`config.mk`:
```
export PLATFORM = sky130hd
export DESIGN_NAME = apb_gpio_periph
export DESIGN_NICKNAME = d
export VERILOG_FILES = /design/src/rtl/apb_gpio_pkg.sv /design/src/rtl/gpio_sync_edge.sv /design/src/rtl/apb_gpio_periph.sv
export SDC_FILE = /design/constraint.sdc
export NUM_CORES = 1
export LEC_CHECK = 0
export CAP_MARGIN = 20
export CORE_UTILIZATION = 51
export CTS_CLUSTER_SIZE = 28
export DETAILED_ROUTE_END_ITERATION = 7
export GPL_TIMING_DRIVEN = 0
export PLACE_DENSITY_LB_ADDON = 0.1
export RECOVER_POWER = 100
export SYNTH_ARGS = -nofsm -noshare
export SYNTH_HDL_FRONTEND = slang
export SYNTH_SLANG_ARGS = --single-unit
```
`constraint.sdc`:
```
create_clock -name PCLK -period 4.2 [get_ports PCLK]
set_clock_uncertainty 0.1 [all_clocks]
set_input_delay 0.84 -clock PCLK [delete_from_list [all_inputs] [get_ports PCLK]]
set_output_delay 0.84 -clock PCLK [all_outputs]
set_load 0.01 [all_outputs]
```
`src/rtl/apb_gpio_pkg.sv`:
```
// apb_gpio_pkg: register offsets, APB handshake states and pin-count limit for apb_gpio_periph
package apb_gpio_pkg;
  localparam logic [4:0] MODE_OFS = 5'h00;
  localparam logic [4:0] ODR_OFS  = 5'h04;
  localparam logic [4:0] IDR_OFS  = 5'h08;
  localparam logic [4:0] IER_OFS  = 5'h0C;
  localparam logic [4:0] EDGE_OFS = 5'h10;
  localparam logic [4:0] ISR_OFS  = 5'h14;
  localparam logic [4:0] BSRR_OFS = 5'h18;
  localparam int GPIO_MAX_W = 16;
  typedef enum logic {IDLE, DONE} apb_state_e;
endpackage

```
`src/rtl/gpio_sync_edge.sv`:
```
// gpio_sync_edge: multi-flop input synchroniser with previous-value register and edge outputs
//   clk_i/rst_ni : clock, async active-low reset
//   pin_i        : asynchronous pad inputs
//   sync_o       : synchronised pin values
//   rise_o/fall_o: per-pin single-cycle edge strobes (sync vs prev)
module gpio_sync_edge
  import apb_gpio_pkg::*;
#(
  parameter int WIDTH       = 8,
  parameter int SYNC_STAGES = 2
) (
  input  logic             clk_i,
  input  logic             rst_ni,
  input  logic [WIDTH-1:0] pin_i,
  output logic [WIDTH-1:0] sync_o,
  output logic [WIDTH-1:0] rise_o,
  output logic [WIDTH-1:0] fall_o
);
  logic [SYNC_STAGES-1:0][WIDTH-1:0] sync_q;
  logic [WIDTH-1:0] prev_q;
  always_ff @(posedge clk_i or negedge rst_ni) begin
    if (!rst_ni) begin
      sync_q <= '0;
      prev_q <= '0;
    end else begin
      sync_q <= {sync_q[SYNC_STAGES-2:0], pin_i};
      prev_q <= sync_q[SYNC_STAGES-1];
    end
  end
  assign sync_o = sync_q[SYNC_STAGES-1];
  assign rise_o = sync_o & ~prev_q;
  assign fall_o = ~sync_o & prev_q;
endmodule

```
`src/rtl/apb_gpio_periph.sv`:
```
// apb_gpio_periph: APB3 bidirectional GPIO with synchronised readback and edge interrupts
//   PCLK/PRESETn            : APB clock, async active-low reset
//   PADDR/PWDATA/PWRITE/
//   PSEL/PENABLE            : APB request (PADDR[4:2] selects register)
//   PRDATA/PREADY/PSLVERR   : APB response, one wait state per transfer
//   gpio_i                  : asynchronous pad inputs
//   gpio_o/gpio_oe          : output data and per-pin drive enable
//   irq                     : level interrupt, |(ISR & IER)
//   Define GPIO_BSRR_EN to map the write-only set/reset register at 0x18.
module apb_gpio_periph
  import apb_gpio_pkg::*;
#(
  parameter int WIDTH       = 8,
  parameter int SYNC_STAGES = 2
) (
  input  logic             PCLK,
  input  logic             PRESETn,
  input  logic [4:0]       PADDR,
  input  logic [31:0]      PWDATA,
  input  logic             PWRITE,
  input  logic             PENABLE,
  input  logic             PSEL,
  output logic [31:0]      PRDATA,
  output logic             PREADY,
  output logic             PSLVERR,
  input  logic [WIDTH-1:0] gpio_i,
  output logic [WIDTH-1:0] gpio_o,
  output logic [WIDTH-1:0] gpio_oe,
  output logic             irq
);
  apb_state_e state_q, state_d;
  logic [WIDTH-1:0] mode_q, mode_d, odr_q, odr_d, ier_q, ier_d, edge_q, edge_d, isr_q, isr_d;
  logic [WIDTH-1:0] sync, rise, fall, wd, rd;
  logic [31:0] prdata_q, prdata_d;
  logic pslverr_q, pslverr_d, irq_q, irq_d, access, err, wr;
  logic [4:0] addr;
  logic unused_bits;
  assign unused_bits = ^{PADDR[1:0], PWDATA};
  gpio_sync_edge #(.WIDTH(WIDTH), .SYNC_STAGES(SYNC_STAGES)) u_sync (
    .clk_i (PCLK),
    .rst_ni(PRESETn),
    .pin_i (gpio_i),
    .sync_o(sync),
    .rise_o(rise),
    .fall_o(fall)
  );
  assign addr   = {PADDR[4:2], 2'b00};
  assign wd     = PWDATA[WIDTH-1:0];
  // PREADY is low in IDLE, so this fires once per transfer on its first access edge
  assign access = PSEL && PENABLE && state_q == IDLE;
`ifdef GPIO_BSRR_EN
  assign err = addr > BSRR_OFS;
`else
  assign err = addr >= BSRR_OFS;
`endif
  assign wr = access && PWRITE && !err;
  assign rd = addr == MODE_OFS ? mode_q :
              addr == ODR_OFS  ? odr_q  :
              addr == IDR_OFS  ? sync   :
              addr == IER_OFS  ? ier_q  :
              addr == EDGE_OFS ? edge_q :
              addr == ISR_OFS  ? isr_q  : '0;
  always_comb begin
    state_d   = access ? DONE : IDLE;
    mode_d    = wr && addr == MODE_OFS ? wd : mode_q;
    odr_d     = wr && addr == ODR_OFS  ? wd : odr_q;
`ifdef GPIO_BSRR_EN
    odr_d     = wr && addr == BSRR_OFS ? (odr_q & ~PWDATA[GPIO_MAX_W +: WIDTH]) | wd : odr_d;
`endif
    ier_d     = wr && addr == IER_OFS  ? wd : ier_q;
    edge_d    = wr && addr == EDGE_OFS ? wd : edge_q;
    // new edges are OR'd in after the W1C mask so a colliding set survives
    isr_d     = (isr_q & ~(wr && addr == ISR_OFS ? wd : '0)) |
                (ier_q & ((edge_q & rise) | (~edge_q & fall)));
    irq_d     = |(isr_q & ier_q);
    pslverr_d = access && err;
    prdata_d  = access && (err || !PWRITE) ? (err ? '0 : 32'(rd)) : prdata_q;
  end
  always_ff @(posedge PCLK or negedge PRESETn) begin
    if (!PRESETn) begin
      state_q   <= IDLE;
      mode_q    <= '0;
      odr_q     <= '0;
      ier_q     <= '0;
      edge_q    <= '0;
      isr_q     <= '0;
      irq_q     <= 1'b0;
      pslverr_q <= 1'b0;
      prdata_q  <= '0;
    end else begin
      state_q   <= state_d;
      mode_q    <= mode_d;
      odr_q     <= odr_d;
      ier_q     <= ier_d;
      edge_q    <= edge_d;
      isr_q     <= isr_d;
      irq_q     <= irq_d;
      pslverr_q <= pslverr_d;
      prdata_q  <= prdata_d;
    end
  end
  assign PREADY  = state_q == DONE;
  assign PSLVERR = pslverr_q;
  assign PRDATA  = prdata_q;
  assign gpio_o  = odr_q;
  assign gpio_oe = mode_q;
  assign irq     = irq_q;
endmodule

```
==> results.cfg, run 1 <==
[outcome]
status = complete, no violations

[placed_design]
place_area_sq_um = 4080
dp.final_hpwl_mm = 4.99
gp_congestion = 0.865
pre_cts_ws_ns = 1.14
portBuffers = 49

[yosys]
synth_edf_count = 0
synthArstFlopShare = 1.00
yosys.area_share.simple = 0.145
synthAdderAreaFrac = 0
netlist_instances = 272
synth_common_cells = dfrtp_1, mux2_2, buf_4
yosysTopAreaCell = dfrtp_1
synth_compound_area_frac = 0.0746
yosysSeqAreaShare = 0.554
synth_area_leaders = dfrtp_1, mux2_2, buf_4, mux2i_1, a221o_1
ys_seq_elements = 75
synth_cell_types = 28
yosysMostFrequentCell = dfrtp_1
synth_xor_area_frac = 0
synth_top_area_share = 0.554
syn_area_sq_um = 3390
ys_warn_count = 0
synth.avg_cell_area_sq_um = 12.4
synth_ff_type = dfrtp_1
muxShareOfSynthArea = 0.154
synth_top_family_by_area = multiplexers

[setup_path]
regToRegStartpoint = PREADY$_DFF_PN0_
reg2reg_depth = 3
cp.arrival_ns = 3.31
critical_path_required_ns = 4.33
path_class = input pin to flop
reg2reg_to = ier_q[2]$_DFFE_PN0P_
crit_end = ier_q[2]$_DFFE_PN0P_
start_kind = input pin
r2r_slack_ns = 1.68
cp-end-kind = flop
critical_path.startpoint = PADDR[4]
crit_path_max_fanout = 8

[grt]
grt_pass1_wl_mm = 12.7
grt_antenna_before_repair = 0
first_global_vias = 2413
globalRouteOverflowTotal = 0
grt_use_total = 0.239
grt_max_degree = 49

[cells_and_area]
drive_gt1_frac = 0.214
utilization = 0.656
n_antenna_cell = 0
final_area_sq_um = 4190
synthToLayoutAreaGrowth_pct = 23.7
nFillCells = 520
nets = 406

[power_and_ir_drop]
p_leak_nw = 1.95
power_mw = 1.71
cellPowerDensity_nw_per_um2 = 408
irDropWorstVdd_v = 0.000320

[routing]
vias_per_cell = 5.63
routed_wl_mm = 7.61
firstDrtPassIters = 4
detail_route.iter0.violations = 188
vias = 2459
drcViolationCount = 0
ant_nets = 0
post_drt_wl_per_cell_um = 17.4

[sta]
finalSetupViolCount = 0
hold_violations = 0
slew-limit-headroom = 0.0135
fin_crit_ns = 3.18
rsz0062_at_grt = false
post-route-period-util = 0.756
timing.fmax_mhz = 315
fin_ws_ns = 1.02
tightest_slew_ns = 1.48
drv_slew = 0

[floorplan]
coreArea_sq_um = 6390
num_rows = 29
dieHeight_um = 83.5
initial_core_util = 0.530
dieWidth_um = 83.5
io_pins = 101
dieArea_sq_um = 6970

[clock_tree]
cts-root-buf = clkbuf_8
numClockSinks = 75
clock_latency_ns = 0.34
cts_buffers = 9
path_clk_slew_ns = 0.07
ctsResizeCount = 0
cts_tree = built
cts.repair_timing.setup_buffer_count = 0
postCtsHoldBufs = 0
cts.path.max_buffers = 2
htreeDepth = 3

[run]
cap_violations = 0

[hold_path]
worstHoldPathType = flop to flop
-- final cells by class --
cell class | instances | area (sq um) | area share
Sequential cell | 75 | 1880 | 0.448
Multi-Input combinational cell | 182 | 1330 | 0.318
Timing Repair Buffer | 50 | 489 | 0.117
Buffer | 36 | 229 | 0.0547
Clock buffer | 12 | 145 | 0.0346
Tap cell | 77 | 96.3 | 0.0230
Clock inverter | 3 | 15.0 | 0.00358
Inverter | 2 | 7.51 | 0.00179
-- worst min-delay path by stage --
stage / from / to / slack [ns] / cells after the start
6_report: u_sync.sync_q[0]$_DFF_PN0_ / u_sync.sync_o[0]$_DFF_PN0_ / 0.25 / 0
5_1_grt: u_sync.sync_q[4]$_DFF_PN0_ / u_sync.sync_o[4]$_DFF_PN0_ / 0.25 / 0
4_1_cts: u_sync.sync_q[0]$_DFF_PN0_ / u_sync.sync_o[0]$_DFF_PN0_ / 0.25 / 0
3_5_place_dp: u_sync.sync_q[0]$_DFF_PN0_ / u_sync.sync_o[0]$_DFF_PN0_ / 0.23 / 0
3_3_place_gp: u_sync.sync_q[0]$_DFF_PN0_ / u_sync.sync_o[0]$_DFF_PN0_ / 0.23 / 0
2_1_floorplan: u_sync.sync_q[0]$_DFF_PN0_ / u_sync.sync_o[0]$_DFF_PN0_ / 0.23 / 0
-- routing by layer --
metal,share of wire,up-vias,wire length [um],global-route usage
li1,-,1110,-,-
met1,0.43,1218,3280,0.341
met2,0.46,124,3520,0.355
met3,0.095,7,721,0.0554
met4,0.012,0,94,0.100
met5,0,-,0,0
-- report_power, final --
part	total [mW]	internal, mW	switching (mW)
sequential	0.897	0.820	0.0766
clock	0.472	0.225	0.247
combinational	0.340	0.187	0.153
total	1.71	1.23	0.476
-- state kept, by name, summed over array words and instances, names as in the netlist --
name	cells
u_sync.sync_o	8
isr_q	8
u_sync.sync_q	8
PREADY	1
gpio_o	8
gpio_oe	8
PRDATA	8
edge_q	8
ier_q	8
PSLVERR	1
u_sync.prev_q	8
irq	1
-- cells by family (layout without fill, tap and decap cells) --
group / count (synthesis) / in the layout
multiplexers: 48 / 48
other: 1 / 24
AND/OR/NAND/NOR: 72 / 72
buffers and inverters: 38 / 103
flip-flops: 75 / 75
AO/OA/AOI/OAI: 38 / 38
-- critical path: stages --
cell and delay, ns:
dlygate4sd3_1 0.60, nand2b_1 0.25, nor3_1 1.18, mux2_2 0.44
-- metrics by stage --
stage	TNS (ns)	instances	hold slack (ns)
after floorplan	0	295	0.231
after global placement	-26.73	421	0.231
after detailed placement	0	422	0.235
after CTS	0	437	0.250
after global routing	0	437	0.254
final	0	437	0.248
-- layout by cell type, fill, tap and decap left out, drive strengths merged, types with 2 or more instances in the layout --
cell type | synthesis | final
a221o | 8 | 8
a22oi | 4 | 4
and3b | 8 | 8
buf | 30 | 28
clkbuf | 6 | 22
clkdlybuf4s50 | 0 | 11
clkinv | 0 | 3
conb | 1 | 24
dfrtp | 75 | 75
dlygate4sd3 | 0 | 37
inv | 2 | 2
mux2 | 32 | 32
mux2i | 16 | 16
nand2 | 11 | 11
nand2b | 3 | 3
nand4 | 9 | 9
nand4bb | 2 | 2
nor2 | 9 | 9
nor2b | 8 | 8
nor3 | 3 | 3
nor3b | 8 | 8
nor4 | 9 | 9
o21ai | 16 | 16
o22ai | 8 | 8
Power figures use the tool's default switching activity.
==> run 2, diff against run 1 <==
Settings changed: CORE_UTILIZATION 51 to 43.
Clock period 4.2 ns to 2.9 ns, I/O delays scaled along.
==> run 2 against run 1 <==
  * Sequential power rose by 45%
  * Clock power rose by 86%
  * Non-clock buffer count did not move
==> results.cfg, run 2 (same netlist as run 1, synthesis figures left out) <==
[clock_tree]
cts_buffers = 9
cts_tree = built
cts-root-buf = clkbuf_8
cts.repair_timing.setup_buffer_count = 0
htreeDepth = 3
ctsResizeCount = 0
cts.path.max_buffers = 2
clock_latency_ns = 0.34
postCtsHoldBufs = 0
path_clk_slew_ns = 0.08
numClockSinks = 75

[power_and_ir_drop]
netSwitchingPower_mw = 0.698
irDropWorstVdd_v = 0.000393
cellPowerDensity_nw_per_um2 = 620
p_leak_nw = 1.99
p_clk_frac = 0.329
netSwitchingFraction = 0.261
p_comb_frac = 0.185
intPower_mw = 1.97
power_mw = 2.67
seqPwrFrac = 0.486

[sta]
post-route-period-util = 0.925
finalSetupViolCount = 0
timing.fmax_mhz = 373
fin_crit_ns = 2.68
hold_violations = 0
tightest_slew_ns = 1.32
rsz0062_at_grt = false
drv_slew = 0
slew-limit-headroom = 0.117

[routing]
drcViolationCount = 0
post_drt_wl_per_cell_um = 16.6
firstDrtPassIters = 6
routed_wl_mm = 7.65
vias = 2393
vias_per_cell = 5.20
detail_route.iter0.violations = 169
ant_nets = 0

[hold_path]
worstHoldPathType = flop to flop
holdPathStages = 0
worstHoldStart = u_sync.sync_q[3]$_DFF_PN0_
min_to = u_sync.sync_o[3]$_DFF_PN0_

[floorplan]
initial_core_util = 0.455
coreArea_sq_um = 7450
dieArea_sq_um = 8230
dieHeight_um = 90.7
dieWidth_um = 90.7
io_pins = 101
num_rows = 31

[grt]
first_global_vias = 2396
grt_antenna_before_repair = 0
grt_max_degree = 54
globalRouteOverflowTotal = 0
grt_use_total = 0.199
grt_pass1_wl_mm = 12.4

[cells_and_area]
utilization = 0.579
nets = 406
final_common_cell = dfrtp_1
synthToLayoutAreaGrowth_pct = 27.3
n_antenna_cell = 0
drive_gt1_frac = 0.222
layout_common_cells = dfrtp_1, dlygate4sd3_1, mux2_2
final_area_sq_um = 4310

[setup_path]
start_kind = input pin
path_class = input pin to flop
cp.arrival_ns = 2.81
reg2reg_depth = 4
r2r_slack_ns = 0.75
crit_path_max_fanout = 10
regToRegStartpoint = PREADY$_DFF_PN0_
reg2reg_to = edge_q[1]$_DFFE_PN0P_
cp-end-kind = flop
critical_path_required_ns = 3.03

[placed_design]
place_area_sq_um = 4110
dp.final_hpwl_mm = 5.06
portBuffers = 49
gp_congestion = 0.784

[run]
cap_violations = 0

[outcome]
status = complete, no violations
==> run 2: cell types whose count changed in the layout (fill, tap and decap cells not counted), sizes merged <==
cell and change:
clkbuf -1, buf +1, clkinv -1, bufinv +2
==> run 2: area by class of cell <==
cell class	instances	area [sq um]
Buffer	36	233
Clock buffer	12	145
Clock inverter	4	73.8
Fill cell	637	3140
Inverter	2	7.51
Multi-Input combinational cell	182	1340
Sequential cell	75	1880
Tap cell	99	124
Timing Repair Buffer	50	512
==> run 2: per-layer routing <==
layer | vias up | GRT usage | share of wire | wire length [um]
met5 | - | 0 | 0 | 0
met4 | 0 | 0.105 | 0.022 | 167
met3 | 12 | 0.0362 | 0.077 | 588
met2 | 98 | 0.294 | 0.46 | 3500
met1 | 1167 | 0.280 | 0.44 | 3390
li1 | 1116 | - | - | -
==> run 2: power by group through the flow <==
stage / registers, mW / clock network, mW / logic [mW]
5_1_grt: 1.32 / 0.949 / 0.540
3_5_place_dp: 1.32 / 0 / 0.526
3_3_place_gp: 1.32 / 0 / 0.514
4_1_cts: 1.30 / 0.895 / 0.529
2_1_floorplan: 1.32 / 0 / 0.256
6_report: 1.30 / 0.877 / 0.495
==> run 2: worst max path at each step <==
stage                        start                    end  slack (ns)  cells after the start
final                     PADDR[3]  edge_q[1]$_DFFE_PN0P_        0.22                      5
after global routing      PADDR[3]  edge_q[3]$_DFFE_PN0P_        0.17                      5
after CTS                   PWRITE  PRDATA[2]$_DFFE_PN0P_        0.44                      5
after detailed placement    PWRITE  PRDATA[2]$_DFFE_PN0P_         0.1                      5
after global placement     PRESETn       PREADY$_DFF_PN0_       -1.45                      1
after floorplan           PADDR[2]  gpio_o[0]$_DFFE_PN0P_        1.01                      4
==> run 2: critical path: stages <==
cell and delay [ns]:
dlygate4sd3_1 0.66, nand4bb_1 0.22, buf_4 0.20, nor3_2 0.74
mux2_2 0.41
==> run 2: through the flow <==
stage	setup slack (ns)	setup TNS, ns	instances	hold WS, ns
final	0.219	0	460	0.251
after global routing	0.167	0	460	0.263
after CTS	0.438	0	460	0.0273
after detailed placement	0.0981	0	444	0.236
after global placement	-1.45	-108.60	443	0.232
after floorplan	1.01	0	295	0.184
